$ cat src/rtl/scan_chain_pkg.sv
// Shared types for the parallel scan chain array:
// FSM states, transfer modes and lane strobes.
package scan_chain_pkg;

    typedef enum logic [1:0] {
        IDLE    = 2'd0,
        CAPTURE = 2'd1,
        SHIFT   = 2'd2,
        UPDATE  = 2'd3
    } state_t;

    localparam logic MODE_LOAD     = 1'b0;
    localparam logic MODE_READBACK = 1'b1;

    typedef struct packed {
        logic shift;
        logic capture;
        logic commit;
    } lane_ctl_t;

endpackage

$ cat src/rtl/scan_chain_lane.sv
// One configuration lane: serial chain register
// plus the shadow copy that drives the fabric.
module scan_chain_lane
    import scan_chain_pkg::*;
#(
    parameter int LEN = 10
) (
    input  logic           clk,
    input  logic           clear,
    input  lane_ctl_t      ctl,
    input  logic           din,
    output logic           dout,
    output logic [LEN-1:0] cfg
);

    logic [LEN-1:0] chain;
    logic [LEN-1:0] shadow;

    // chain: reload from shadow on capture, else shift toward bit 0
    always_ff @(posedge clk) begin
        if (clear) begin
            chain <= '0;
        end else if (ctl.capture) begin
            chain <= shadow;
        end else if (ctl.shift) begin
            chain <= {din, chain[LEN-1:1]};
        end
    end

    // shadow: take the chain only when a full load commits
    always_ff @(posedge clk) begin
        if (clear) begin
            shadow <= '0;
        end else if (ctl.commit) begin
            shadow <= chain;
        end
    end

    assign dout = chain[0];
    assign cfg  = shadow;

endmodule

$ cat src/rtl/scan_chain_array.sv
// NUM_CHAINS parallel config chains with a shared
// bit counter, commit-on-complete shadow and readback.
module scan_chain_array
    import scan_chain_pkg::*;
#(
    parameter int CHAIN_LEN  = 10,
    parameter int NUM_CHAINS = 1
) (
    input  logic                            pmu_tck_in,
    input  logic                            clear,
    input  logic                            sc_en,
    input  logic                            sc_mode,
    input  logic [NUM_CHAINS-1:0]           sc_data_in,
    output logic [NUM_CHAINS-1:0]           sc_data_out,
    output logic                            sc_busy,
    output logic                            sc_done,
    output logic [NUM_CHAINS*CHAIN_LEN-1:0] cfg_out,
    output logic                            cfg_valid
);

    localparam int CW = $clog2(CHAIN_LEN + 1);
    localparam logic [CW-1:0] LAST = CW'(CHAIN_LEN - 1);

    state_t        state;
    logic          mode;
    logic          armed;
    logic [CW-1:0] cnt;
    lane_ctl_t     ctl;

    // lane strobes decoded from the current state
    always_comb begin
        ctl = '0;
        unique case (1'b1)
            state == CAPTURE: ctl.capture = 1'b1;
            state == SHIFT:   ctl.shift   = sc_en;
            state == UPDATE:  ctl.commit  = (mode == MODE_LOAD);
            default:          ctl         = '0;
        endcase
    end

    // transfer FSM, bit counter and start re-arm
    always_ff @(posedge pmu_tck_in) begin
        if (clear) begin
            state <= IDLE;
            mode  <= MODE_LOAD;
            armed <= 1'b0;
            cnt   <= '0;
        end else begin
            unique case (state)
                IDLE: begin
                    if (armed && sc_en) begin
                        armed <= 1'b0;
                        mode  <= sc_mode;
                        state <= (sc_mode == MODE_READBACK)
                               ? CAPTURE : SHIFT;
                    end else if (!sc_en) begin
                        armed <= 1'b1;
                    end
                end
                CAPTURE: state <= SHIFT;
                SHIFT: begin
                    if (sc_en) begin
                        if (cnt == LAST) begin
                            state <= UPDATE;
                        end else begin
                            cnt <= cnt + 1'b1;
                        end
                    end
                end
                UPDATE: begin
                    state <= IDLE;
                    cnt   <= '0;
                end
                default: state <= IDLE;
            endcase
        end
    end

    // sticky flag: a full load has been committed since clear
    always_ff @(posedge pmu_tck_in) begin
        if (clear) begin
            cfg_valid <= 1'b0;
        end else if (ctl.commit) begin
            cfg_valid <= 1'b1;
        end
    end

    for (genvar c = 0; c < NUM_CHAINS; c++) begin : g_lane
        scan_chain_lane #(
            .LEN (CHAIN_LEN)
        ) u_lane (
            .clk  (pmu_tck_in),
            .clear(clear),
            .ctl  (ctl),
            .din  (sc_data_in[c]),
            .dout (sc_data_out[c]),
            .cfg  (cfg_out[c*CHAIN_LEN +: CHAIN_LEN])
        );
    end

    assign sc_busy = (state != IDLE);
    assign sc_done = (state == UPDATE);

endmodule

$ cat config.mk
export PLATFORM = sky130hd
export DESIGN_NAME = scan_chain_array
export DESIGN_NICKNAME = d
export VERILOG_FILES = /design/src/rtl/scan_chain_pkg.sv /design/src/rtl/scan_chain_lane.sv /design/src/rtl/scan_chain_array.sv
export SDC_FILE = /design/constraint.sdc
export NUM_CORES = 1
export LEC_CHECK = 0
export BUFFER_PORTS_ARGS = -buffer_cell sky130_fd_sc_hd__buf_4
export CORE_ASPECT_RATIO = 1.1
export CORE_MARGIN = 2
export CORE_UTILIZATION = 58
export CTS_BUF_LIST = sky130_fd_sc_hd__clkbuf_2 sky130_fd_sc_hd__clkbuf_4 sky130_fd_sc_hd__clkbuf_8
export DETAILED_ROUTE_END_ITERATION = 12
export PLACE_DENSITY = 0.78
export REMOVE_ABC_BUFFERS = 1
export SLEW_MARGIN = 20
export SYNTH_ARGS = -nofsm -noshare
export SYNTH_HDL_FRONTEND = slang
export SYNTH_SLANG_ARGS = --single-unit
$ cat constraint.sdc
create_clock -name pmu_tck_in -period 1.7 [get_ports pmu_tck_in]
set_input_delay 0.085 -clock pmu_tck_in [delete_from_list [all_inputs] [get_ports pmu_tck_in]]
set_output_delay 0.085 -clock pmu_tck_in [all_outputs]
set_load 0.02 [all_outputs]
Word level (Yosys, flattened, before mapping)

Index checks and enable logic that the tools add are counted.

Reductions and logical operators: 9
$add $sub $neg: 1
Muxes and demuxes: 15
Bitwise gates (word level): 1
Eq/ne operators: 9

Operators by type and width:

| cell                | number |
|---|---|
| $mux 10             | 2 |
| $mux 2              | 4 |
| $mux 4              | 2 |
| $pmux 2 s4          | 1 |
| $pmux 4 s2          | 1 |
| $ne 2x2->1 const B  | 3 |
| $reduce_and 3->1    | 2 |
| $reduce_bool 2->1   | 3 |
| $mux 1              | 5 |
| $add 4x1->4 const B | 1 |
| $eq 2x2->1 const B  | 2 |
| $eq 4x4->1 const B  | 1 |
| $ne 2x1->1 const B  | 2 |
| $reduce_and 2->1    | 2 |
| $eq 2x1->1 const B  | 1 |
| $logic_not 2->1     | 1 |
| $logic_and 1x1->1   | 1 |
| $not 1->1           | 1 |

Output and inout bits: 14
Input bits: 5
Logic and storage cells: 42
Flip-flop bits (word level): 29

Logic depth before layout (Yosys ltp)

Depth in word-level cells: 4
Mapped depth: 6
Depth with buffers taken out: 5

Hierarchy

From an unflattened synthesis, not the netlist that was laid out.

Cell total of the unflattened synthesis: 142
Area total of the unflattened synthesis: 1371.3 um2

Modules (own cells, without submodules):

| module           | area an instance (um2) | times used | cells an instance | seq. area each (um2) |
|---|---|---|---|---|
| scan_chain_lane  | 809.5                  | 1          | 76                | 400.4 |
| scan_chain_array | 561.8                  | 1          | 66                | 180.2 |

Worst setup path after synthesis

No wires, ideal clock.

Kind: register to register
Start: register state[0]
End: register state[0]
Data required time: 1.577 ns
Path buffers: 0
Data arrival time: 1.410 ns
Library setup time: 0.123 ns
Clock period less this slack: 1.533 ns
Setup slack: 0.167 ns
Stages on the path, launching flop included: 6
Cell sequence: dfxtp_1 > inv_1 > ha_1 > nor2b_1 > a221oi_2 > mux2_1

Word-level cells in the longest chain between the ends: 3
Elaborated cells on any way between the ends: 9
Classes of those cells: eq/ne: 6; mux: 1; reduce/logical: 2

RTL lines:

| what                                                             | line                   | text |
|---|---|---|
| start: declaration                                               | scan_chain_array.sv:24 | `state_t state;` |
| start signal: assignment                                         | scan_chain_array.sv:54 | `state <= (sc_mode == MODE_READBACK)` |
| $eq 2x2->1 / $logic_not 2->1 (equally long branches)             | scan_chain_array.sv:49 | `unique case (state)` |
| $ne 2x1->1 (no source line) / $ne 2x2->1 (equally long branches) | --                     |  |
| $reduce_and 3->1 (no source line)                                | --                     |  |

Parallel ways exist; a longest one is shown, timed or not.
A chain may end at the register's enable or synchronous reset.

Worst setup path in the final report

Start: register state[0]
End: register state[1]

Same word-level chain as after synthesis.

==> impl_metrics.json <==
{
  "status": "finished, final reports clean",
  "final_hold_viol_count": 0,
  "finClkSkew_ns": 0.00917,
  "async_flop_share_pct": 0,
  "seq_area_frac_synth_pct": 42.9,
  "die_area_sq_um": 2740,
  "diodes": 0,
  "vias": 1117,
  "placementRows": 18,
  "die_w_um": 50.1,
  "internal_power_uw": 1300,
  "sw_frac_of_total_pct": 33.3,
  "rsz0062_at_grt": "no",
  "drt_wl_total_um": 2750,
  "slew_headroom_pct": 72.2,
  "hp-class": "in -> reg",
  "maxClockFrequency_mhz": 641,
  "grt_pass1_wl_um": 4550,
  "crit_buf_inv": 1,
  "initial_core_util_pct": 60.7,
  "synth_top_area_share_pct": 42.9,
  "period_minus_slack_ns": 1.56,
  "clk_pin_slew_ns": 0.09,
  "cp-end-kind": "register",
  "post_drt_wl_per_cell_um": 13.3,
  "finalSetupViolCount": 0,
  "area_growth_pct": 18.4,
  "cts_sinks": 29,
  "grtUsageTotal_pct": 22.7,
  "synth_area_sq_um": 1350,
  "path_class": "reg -> reg",
  "worst_pin_slew_ns": 0.416,
  "cp_slowest_cell": "dfxtp_1",
  "synth-seq-cells": 29,
  "grt_max_degree": 22,
  "dr.pass1.iters": 4,
  "arrival_ns": 1.77,
  "ir_worst_vdd_mv": 0.945,
  "rr_startpoint": "state[0]$_SDFFE_PP0P_",
  "drc": 0,
  "power_density_nw_per_um2": 1210,
  "yosys_most_used_dff": "dfxtp_1",
  "worstReg2RegEnd": "state[1]$_SDFFE_PP0P_",
  "synth_area_leaders": "dfxtp_1, mux2i_1, a211oi_1",
  "power_uw": 1940,
  "fin_crit_sh_pct": 91.8,
  "tns_ns": 0,
  "syn_area_per_cell_sq_um": 8.68,
  "ff2ff_path_depth": 5,
  "io_pins": 19,
  "io_buffers": 18,
  "synthTopCellsByCount": "dfxtp_1, nand2_1, nor2_1",
  "synthCells": 156,
  "cp_num_cells": 5,
  "root_buffer": "clkbuf_4",
  "core_area_sq_um": 2230,
  "required_ns": 1.91,
  "power_leakage_uw": 0.000618,
  "yosys.area.top_type": "dfxtp_1",
  "synth.most_common_cell": "dfxtp_1",
  "power_frac_comb_pct": 33.2,
  "htree_levels": 2,
  "routabilityCongestion": 0.796,
  "switching_power_uw": 647,
  "cts_inserted_buffers": 5,
  "crit_family": "flip-flops",
  "endpoint": "state[1]$_SDFFE_PP0P_",
  "critical_path.cell_chain": "inv_1, ha_2, nor2b_1, a221oi_2, mux2_1",
  "drive_gt1_share_pct": 18.1,
  "nets": 188,
  "post-dp-hpwl_um": 1930,
  "viasPerCell": 5.40,
  "grt-ovfl-total": 0,
  "yosysWarnings": 0,
  "synth_edf_count": 0,
  "drt_iter0_markers": 18,
  "cp_max_fo": 8,
  "grt_pass1_vias": 1104,
  "postRouteAntennaNets": 0,
  "cp-startpoint": "state[0]$_SDFFE_PP0P_",
  "start_kind": "register",
  "slowest_delay_ns": 0.36,
  "slew_viol_final": 0,
  "clock_path_buffers": 2,
  "die_h_um": 54.7,
  "synth_cell_types": 29,
  "clkPwrFrac_pct": 22.3,
  "rrSetupSlack_ns": 0.14,
  "cts_tree": "yes",
  "worstSkewPairLatency_ns": 0.32,
  "drv_cap": 0,
  "antenna_found_initial": 0,
  "p_seq_share_pct": 44.5
}
worst reg2reg max path, delay by kind of cell, from the launching register on:
family,cells,cell delay (ns)
AO/OA/AOI/OAI,1,0.24
adder cells (fa/ha/maj),1,0.25
buffers and inverters,1,0.08
flip-flops,1,0.36
multiplexers,1,0.35
AND/OR/NAND/NOR,1,0.17
power groups by stage:
stage          clock, uW  sequential, uW  combinational (uW)
5_1_grt              484             878                 724
6_report             433             865                 645
3_5_place_dp           0             880                 640
2_1_floorplan          0             871                 445
4_1_cts              448             864                 648
3_3_place_gp           0             871                 620
logic make-up (layout without fill, tap and decap cells):
logic type / Yosys count / in the layout / share of synthesized area (%)
adders and majority gates: 6 / 6 / 5.55
DFF: 29 / 29 / 42.9
buffers and inverters: 16 / 37 / 4.71
and+or+nand+nor: 59 / 59 / 20.3
muxes: 14 / 14 / 10.5
AOI/OAI and AO/OA: 32 / 32 / 16.0
worst min-delay path by stage:
stage	from	to	slack, ns	depth (start not counted)
6_report	sc_en	armed$_SDFFE_PP0P_	0.03	2
5_1_grt	sc_en	armed$_SDFFE_PP0P_	0.007	2
4_1_cts	sc_en	armed$_SDFFE_PP0P_	0.008	2
3_5_place_dp	sc_mode	mode$_SDFFE_PP0P_	0.35	3
3_3_place_gp	sc_mode	mode$_SDFFE_PP0P_	0.34	3
2_1_floorplan	clear	cnt[0]$_SDFFE_PP0P_	0.15	1
sequential cells by signal (all words and copies together), names as in the netlist:
name and cells:
g_lane.u_lane.cfg 10, cnt 4, cfg_valid 1, state 2, armed 1, g_lane.u_lane.chain 10
mode 1
stage by stage:
| stage | setup WS [ns] | cells | instance area (sq um) | hold slack [ns] | util (%) |
|---|---|---|---|---|---|
| finish | 0.139 | 207 | 1600 | 0.0289 | 71.9 |
| global placement | 0.107 | 199 | 1530 | 0.342 | 68.7 |
| detailed placement | 0.0502 | 199 | 1530 | 0.349 | 68.7 |
| floorplan | 0.102 | 147 | 1320 | 0.154 | - |
| CTS | 0.0326 | 207 | 1600 | 0.00786 | 71.8 |
| global route | 0.0441 | 207 | 1600 | 0.00706 | 71.9 |
cells in the final DEF (no fill, tap or decap):
master / n
a211oi_1: 11
a21o_1: 1
a21oi_1: 13
a221oi_1: 1
a221oi_2: 1
a311oi_1: 1
and2_1: 1
and3b_1: 1
buf_12: 1
buf_4: 21
clkbuf_4: 6
clkbuf_8: 1
dfxtp_1: 29
dlygate4sd3_1: 1
ha_1: 5
ha_2: 1
inv_1: 7
mux2_1: 2
mux2i_1: 12
nand2_1: 21
nand2_4: 1
nand2b_1: 5
nand3_1: 2
nand3b_1: 1
nand4_1: 1
nor2_1: 20
nor2b_1: 2
o211ai_1: 2
o21ai_0: 1
o41ai_1: 1
or3_1: 2
or4_1: 2
layout make-up:
class,count,area [sq um]
well taps,30,37.5
repair buffers,23,188
inverters,7,26.3
clock buffers,7,58.8
multi-input cells,111,712
flip-flops and latches,29,581
fillers,174,627
per-layer routing:
| metal | up-vias | global-route usage, % | wire, um |
|---|---|---|---|
| li1 | 580 | - | - |
| met1 | 508 | 23.4 | 1210 |
| met2 | 27 | 40.6 | 1380 |
| met3 | 2 | 9.02 | 135 |
| met4 | 0 | 11.6 | 16 |
| met5 | - | 0 | 0 |
what timing repair did:
item	in CTS	in global routing
endpoints found under the hold margin	1	0
setup buffers	0	0
gates resized for setup	0	1
setup endpoints to repair	0	3
hold buffers	1	0
(Power assumes the default switching activity.)
